--- src/rtl/router_pkg.sv ---
// -----------------------------------------------------------------------------
// router_pkg
// Shared constants and the state type for the router write-side controller.
//   NUM_PORTS     number of output FIFOs (valid addresses 0..NUM_PORTS-1)
//   ADDR_W        width of the header address field
//   INVALID_ADDR  the one address encoding that selects no FIFO
//   router_state_e  sequencing states of router_fsm_ctrl
// -----------------------------------------------------------------------------
package router_pkg;

    localparam int          NUM_PORTS    = 3;
    localparam int          ADDR_W       = 2;
    localparam logic [1:0]  INVALID_ADDR = 2'b11;

    typedef enum logic [2:0] {
        DECODE_ADDRESS     = 3'd0,
        LOAD_FIRST_DATA    = 3'd1,
        LOAD_DATA          = 3'd2,
        WAIT_TILL_EMPTY    = 3'd3,
        FIFO_FULL_STATE    = 3'd4,
        LOAD_AFTER_FULL    = 3'd5,
        LOAD_PARITY        = 3'd6,
        CHECK_PARITY_ERROR = 3'd7
    } router_state_e;

endpackage

--- src/rtl/router_fsm_ctrl.sv ---
// -----------------------------------------------------------------------------
// router_fsm_ctrl
// Packet-sequencing controller for the 1x3 router write side. Decodes the
// header address, waits for the target FIFO to drain, then sequences the
// header, payload and parity loads. Returns to DECODE_ADDRESS when the packet
// completes or when the selected port is soft-reset.
//
// Ports
//   clock          in   single clock, posedge
//   resetn         in   synchronous active-low reset
//   pkt_valid      in   source packet valid
//   data_in        in   header address bits (sampled in DECODE_ADDRESS)
//   fifo_full      in   selected FIFO full
//   fifo_empty     in   per-FIFO empty flags
//   soft_reset     in   per-FIFO soft reset (only the selected port matters)
//   parity_done    in   parity byte captured by the register block
//   low_pkt_valid  in   pkt_valid fell while the FIFO was full
//   addr_o         out  latched destination address
//   detect_add .. full_state   out  one-hot state flags
//   write_enb_reg  out  FIFO write strobe
//   rst_int_reg    out  clear internal parity registers
//   busy           out  source must hold data_in
// -----------------------------------------------------------------------------
module router_fsm_ctrl
    import router_pkg::*;
(
    input  logic                  clock,
    input  logic                  resetn,
    input  logic                  pkt_valid,
    input  logic [ADDR_W-1:0]     data_in,
    input  logic                  fifo_full,
    input  logic [NUM_PORTS-1:0]  fifo_empty,
    input  logic [NUM_PORTS-1:0]  soft_reset,
    input  logic                  parity_done,
    input  logic                  low_pkt_valid,
    output logic [ADDR_W-1:0]     addr_o,
    output logic                  detect_add,
    output logic                  lfd_state,
    output logic                  ld_state,
    output logic                  laf_state,
    output logic                  full_state,
    output logic                  write_enb_reg,
    output logic                  rst_int_reg,
    output logic                  busy
);

    localparam logic [ADDR_W:0] NP = NUM_PORTS[ADDR_W:0];

    router_state_e      r_state;
    router_state_e      w_next;
    logic [ADDR_W-1:0]  r_addr;
    logic               w_latch;
    logic               w_addr_ok;
    logic               w_dec_empty;
    logic               w_sel_empty;
    logic               w_sel_srst;

    // Guard the variable indexes: data_in can carry the invalid encoding.
    assign w_addr_ok   = ({1'b0, data_in} < NP);
    assign w_dec_empty = w_addr_ok && fifo_empty[data_in];
    // r_addr only ever latches a valid address, the guard is belt-and-braces.
    assign w_sel_empty = ({1'b0, r_addr} < NP) && fifo_empty[r_addr];
    assign w_sel_srst  = ({1'b0, r_addr} < NP) && soft_reset[r_addr];

    always_ff @(posedge clock) begin
        if (!resetn) begin
            r_state <= DECODE_ADDRESS;
            r_addr  <= '0;
        end else begin
            r_state <= w_next;
            if (w_latch) r_addr <= data_in;
        end
    end

    always_comb begin
        w_next  = r_state;
        w_latch = 1'b0;
        if (w_sel_srst) begin
            // Soft reset of the selected port aborts the packet; no latch.
            w_next = DECODE_ADDRESS;
        end else begin
            case (r_state)
                DECODE_ADDRESS: begin
                    if (pkt_valid && w_addr_ok) begin
                        w_latch = 1'b1;
                        w_next  = w_dec_empty ? LOAD_FIRST_DATA : WAIT_TILL_EMPTY;
                    end
                end
                WAIT_TILL_EMPTY:
                    if (w_sel_empty) w_next = LOAD_FIRST_DATA;
                LOAD_FIRST_DATA:
                    w_next = LOAD_DATA;
                LOAD_DATA: begin
                    // Full takes precedence over end-of-packet.
                    if (fifo_full)       w_next = FIFO_FULL_STATE;
                    else if (!pkt_valid) w_next = LOAD_PARITY;
                end
                FIFO_FULL_STATE:
                    if (!fifo_full) w_next = LOAD_AFTER_FULL;
                LOAD_AFTER_FULL: begin
                    if (parity_done)        w_next = DECODE_ADDRESS;
                    else if (low_pkt_valid) w_next = LOAD_PARITY;
                    else                    w_next = LOAD_DATA;
                end
                LOAD_PARITY:
                    w_next = CHECK_PARITY_ERROR;
                CHECK_PARITY_ERROR:
                    w_next = fifo_full ? FIFO_FULL_STATE : DECODE_ADDRESS;
                default:
                    w_next = DECODE_ADDRESS;
            endcase
        end
    end

    // Moore outputs straight from the state register.
    assign addr_o        = r_addr;
    assign detect_add    = (r_state == DECODE_ADDRESS);
    assign lfd_state     = (r_state == LOAD_FIRST_DATA);
    assign ld_state      = (r_state == LOAD_DATA);
    assign laf_state     = (r_state == LOAD_AFTER_FULL);
    assign full_state    = (r_state == FIFO_FULL_STATE);
    assign write_enb_reg = (r_state == LOAD_DATA) || (r_state == LOAD_PARITY) ||
                           (r_state == LOAD_AFTER_FULL);
    assign rst_int_reg   = (r_state == CHECK_PARITY_ERROR);
    assign busy          = (r_state != DECODE_ADDRESS) && (r_state != LOAD_DATA);

endmodule

--- config.mk ---
export PLATFORM = sky130hd
export DESIGN_NAME = router_fsm_ctrl
export DESIGN_NICKNAME = d
export VERILOG_FILES = /design/src/rtl/router_pkg.sv /design/src/rtl/router_fsm_ctrl.sv
export SDC_FILE = /design/constraint.sdc
export NUM_CORES = 1
export LEC_CHECK = 0
export CAP_MARGIN = 15
export CORE_MARGIN = 3
export CORE_UTILIZATION = 33
export DETAILED_ROUTE_END_ITERATION = 8
export PLACE_DENSITY = 0.72
export REMOVE_ABC_BUFFERS = 1
export SLEW_MARGIN = 0
export SYNTH_ARGS = -nofsm -noshare
export SYNTH_HDL_FRONTEND = slang
export SYNTH_SLANG_ARGS = --single-unit
--- constraint.sdc ---
create_clock -name clock -period 1.4 [get_ports clock]
set_input_delay 0.14 -clock clock [delete_from_list [all_inputs] [get_ports clock]]
set_output_delay 0.14 -clock clock [all_outputs]
set_load 0.03 [all_outputs]
==> results.tsv, run 1 <==
metric	value	unit
grt_pass1_wl	2.173	mm
chipWidth	42.59	µm
multi_input_area	329.1	µm²
post_cts_hold_buffer_count	0	
clockPowerShare	0.241	
cts-root-buf	clkbuf_4	
final_area	840.8	µm²
numCtsBuffers	3	
fmax	735.0	MHz
final_core_util	0.7089	
drt_iter0_drc	11	
grt_max_degree	9	
avgSynthCellArea	8.333	µm²
fin_crit	1.360	ns
core	1186	µm²
chipHeight	42.59	µm
p_int	0.0004420	W
drv_cap	0	
port_buffers	23	
max_slew_margin	0.7811	
synth-seq-cells	5	
reg2reg_from	r_state[0]	
ios	24	
p_leak	0.3987	nW
r2r_setup_slack	0.04	ns
rsz0062_at_grt	true	
crit_arrival	1.49	ns
dp.cells	101	
min_path_type	primary input to flip-flop	
postRouteAntennaNets	0	
tns	0	ns
diodes	0	
dp_hpwl	1.091	mm
mappedNetlistArea	441.7	µm²
pwr-share-comb	0.506	
insertion_delay	0.24	ns
cts.htree.levels	1	
r2r_end	r_state[2]	
drive_gt1_frac	0.3830	
num_vias	555	
initial_core_util	0.3724	
wl	1.374	mm
cts_tree	done	
power_density	806.5	nW/µm²
max_slew.worst_pin.slew	0.3270	ns
grt_pass1_vias	510	
clock_path_buffers	2	
synth_cell_types	32	
synth_cells	53	
ys_warn_count	0	
required	1.53	ns
grt_usage	0.1569	
remaining_drc_errors	0	
async_flop_share	0	
overflow	0	
antenna_found_initial	0	
clkSinkCount	5	
finClkSkew	0.0009071	ns
seq_power_share	0.253	
ys_seq_area_frac	0.2266	
row_count	12	
dr.pass1.iters	4	
worstSetupStartpoint	r_state[0]	
placed_cell_area	754.5	µm²
wl_per_cell	12.72	µm
synth_ff_type	dfxtp_1	
area_growth_syn_to_layout	90.37	%
crit_end	r_state[2]	
switching_share	0.3482	
seq_area	106.4	µm²
vdd_drop_max	627.9	µV
nFillCells	94	
finalHoldViolations	0	
p_sw	0.0002361	W
startpoint_type	flip-flop	
synth_edf_count	0	
fin_cells	108	
slew_viol_final	0	
reg2reg_depth	4	
path_max_fanout	6	
final_net_count	109	
status	complete, no violations	
clk_pin_slew	0.04	ns
routabilityCongestion	0.8104	
die_area	1813	µm²
crit_path_end_kind	flip-flop	
finalCritPeriodShare	0.9718	
via_per_inst	5.139	
crit_type	flip-flop to flip-flop	
setup_viol	0	
==> repair_timing <==
action	4_1_cts	5_1_grt
setup buffers	1	3
pin swaps	1	2
resized for setup	9	8
endpoints found under the setup margin	7	5
endpoints found under the hold margin	0	0
gates cloned	0	0
==> power by group through the flow <==
stage	sequential, W	combinational [W]	clock (W)
finish	0.000171	0.000343	0.000164
CTS	0.000171	0.000323	0.000171
floorplan	0.000184	0.000159	0
global route	0.000173	0.000369	0.000188
global placement	0.000173	0.000320	0
detailed placement	0.000173	0.000321	0
==> critical path, stage by stage (launching register included) <==
cell and delay, ns:
dfxtp_2 0.34, or3_4 0.38, a2bb2oi_1 0.18, o311a_1 0.14, o211a_1 0.21
==> kinds of logic (layout without fill, tap and decap cells) <==
logic type      count (synthesis)  after routing  synth area share
simple gates                   20             20            0.2833
compound gates                 18             18            0.3230
mux                             5              5            0.1133
flops                           5              5            0.2266
buf+inv                         5             46           0.05382
==> metrics by stage <==
stage	hold WS, ns	total power (W)	setup slack [ns]
2_1_floorplan	0.2682	0.0003436	-0.1904
5_1_grt	0.4132	0.0007297	-0.02170
6_report	0.3828	0.0006781	0.03952
3_3_place_gp	0.5792	0.0004934	-0.2140
4_1_cts	0.5332	0.0006648	0.00003897
3_5_place_dp	0.5909	0.0004940	-0.2119
==> placed cells by master, fill, tap and decap left out, types with 2 or more instances in the layout <==
cell type,synthesis,routed
nand3b_1,2,2
a21oi_1,2,2
dlygate4sd2_1,0,2
clkbuf_4,0,3
and3_1,3,2
o21ai_0,2,2
clkdlybuf4s50_1,0,12
nor2b_1,2,2
buf_6,0,4
mux2i_1,5,5
dfxtp_2,0,2
dfxtp_1,5,2
o2111ai_1,2,2
nor2_1,5,5
nand2_1,2,2
buf_4,1,20
==> cell usage after synthesis, types with 2 or more instances <==
library cell / instances / share of area
nor2b_1: 2 / 0.028
inv_1: 2 / 0.017
and3_1: 3 / 0.042
dfxtp_1: 5 / 0.23
nor2_1: 5 / 0.042
a21oi_1: 2 / 0.023
o2111ai_1: 2 / 0.040
mux2i_1: 5 / 0.11
nand3b_1: 2 / 0.034
o21ai_0: 2 / 0.023
nand2_1: 2 / 0.017
==> registers in the layout, summed over array words and instances, names as in the netlist <==
register	count
addr_o	2
r_state	3
==> final cells by class <==
class,instances,area share
clock buffers,4,0.03125
inverters,3,0.01935
multi-input cells,43,0.3914
flip-flops and latches,5,0.1265
well taps,14,0.02083
repair buffers,39,0.4107
==> how the worst min path moves through the flow <==
stage                            to        from  cells past startpoint  slack [ns]
after floorplan           addr_o[0]      resetn                      1        0.27
after global placement    addr_o[0]   addr_o[0]                      2        0.58
after detailed placement  addr_o[0]   addr_o[0]                      2        0.59
after CTS                 addr_o[0]      resetn                      2        0.53
after global routing      addr_o[1]  data_in[1]                      4        0.41
final                     addr_o[1]  data_in[1]                      4        0.38
==> per-layer routing <==
layer / up-vias / share of wire / wire length, µm / track usage
met2: 19 / 0.45 / 614 / 0.2219
li1: 287 / - / - / -
met1: 245 / 0.47 / 642 / 0.2157
met5: - / 0 / 0 / 0
met4: 0 / 0.021 / 29 / 0.09317
met3: 4 / 0.063 / 87 / 0.03004
No activity file was read; power rests on OpenSTA's default activity.
==> inputs of run 2 (changes only) <==
SETUP_SLACK_MARGIN = 0.02   (was default)
==> results.tsv, run 2 (synthesis results as in run 1) <==
metric	value	unit
clk_pin_slew	0.04	ns
dr.pass1.iters	4	
vdd_drop_max	625.1	µV
final_core_util	0.7173	
cts_tree	done	
setup_ws	0.02530	ns
finClkSkew	0.001303	ns
core	1186	µm²
rsz0062_at_grt	true	
numCtsBuffers	3	
cts.htree.levels	1	
clock_path_buffers	2	
die_area	1813	µm²
path_max_fanout	6	
largest_reg_flops	3	
row_count	12	
pre_cts_ws	-0.2119	ns
overflow	0	
routabilityCongestion	0.8104	
slew_viol_final	0	
crit_type	flip-flop to flip-flop	
reg2reg_from	r_state[0]	
reg2reg_depth	4	
power_density	803.5	nW/µm²
final_common_cell	buf_4	
chipHeight	42.59	µm
final_cell_mix	buf_4, clkdlybuf4s50_1, nor2_1, mux2i_1, buf_6	
crit_arrival	1.50	ns
postRouteAntennaNets	0	
startpoint_type	flip-flop	
post_cts_hold_buffer_count	0	
dp_hpwl	1.091	mm
r2r_end	r_state[2]	
initial_core_util	0.3724	
drt_iter0_drc	8	
chipWidth	42.59	µm
fmax	727.4	MHz
fin_crit	1.375	ns
top_register	r_state	
max_slew_margin	0.7720	
r2r_setup_slack	0.03	ns
required	1.53	ns
grt_pass1_wl	2.304	mm
final_net_count	109	
min_path_type	primary input to flip-flop	
worstSetupStartpoint	r_state[0]	
setup_viol	0	
via_per_inst	5.167	
insertion_delay	0.24	ns
diodes	0	
finalHoldViolations	0	
crit_end	r_state[2]	
drive_gt1_frac	0.3936	
wl_per_cell	13.17	µm
max_slew.worst_pin.slew	0.3405	ns
antenna_found_initial	0	
status	complete, no violations	
clkSinkCount	5	
p_leak	0.4020	nW
wl	1.422	mm
num_vias	558	
remaining_drc_errors	0	
grt_pass1_vias	532	
port_buffers	23	
grt_usage	0.1674	
grt_max_degree	9	
nFillCells	94	
holdCritStartpoint	data_in[1]	
drv_cap	0	
finalPower	0.0006836	W
area_growth_syn_to_layout	92.63	%
cts-root-buf	clkbuf_4	
crit_path_end_kind	flip-flop	
ios	24	
finalCritPeriodShare	0.9819	
## run 2: cell counts in the layout (fill, tap and decap cells not counted)
Identical to the previous run, type by type.
## run 2: how the worst min path moves through the flow
stage / to / slack, ns / cells after the start
2_1_floorplan: addr_o[0] / 0.27 / 1
3_3_place_gp: addr_o[0] / 0.58 / 2
3_5_place_dp: addr_o[0] / 0.59 / 2
4_1_cts: addr_o[0] / 0.53 / 2
5_1_grt: addr_o[1] / 0.41 / 4
6_report: addr_o[1] / 0.38 / 4
## run 2: area by class of cell
type                    count  area [µm²]  share of cell area
clock buffers               4       26.28             0.03088
well taps                  14       17.52             0.02059
flip-flops and latches      5       108.9              0.1279
multi-input cells          43       335.3              0.3941
repair buffers             39       349.1              0.4103
inverters                   3       13.76             0.01618
## run 2: what timing repair did
item	CTS	global route
endpoints found under the setup margin	7	6
buffers inserted	3	1
pin swaps	1	1
gates resized for setup	11	8
## run 2: per-stage QoR
stage	hold WS, ns	std cells	instance area [µm²]	TNS (ns)
final	0.3845	108	850.8	0
after global routing	0.4132	108	850.8	-0.1004
after CTS	0.5332	107	818.3	0
after detailed placement	0.5909	101	754.5	-0.7444
after global placement	0.5792	101	754.5	-0.8028
after floorplan	0.2682	51	429.2	-0.4931
## run 2: metal layers
layer	routed length, µm	GRT usage	share of wire
met3	45	0.03004	0.032
met5	0	0	0
met2	659	0.2584	0.46
met1	687	0.2157	0.48
met4	29	0.09317	0.020
## run 2: critical path, stage by stage, from the launching register on
cell       delay [ns]
dfxtp_4          0.35
or3_4            0.38
a2bb2oi_1        0.18
o311a_1          0.14
o211a_1          0.21
## run 2: report_power, final
group / internal, W / switching [W] / leakage [nW]
clock network: 0.000108 / 0.0000556 / 0.0150
registers: 0.000155 / 0.0000166 / 0.0427
logic: 0.000182 / 0.000167 / 0.344
total: 0.000444 / 0.000239 / 0.402
==> inputs of run 3 (changes only) <==
HOLD_SLACK_MARGIN = 0.12   (was default)
==> results of run 3 <==
No change in the layout: final DEF, timing and power equal those of run 2.
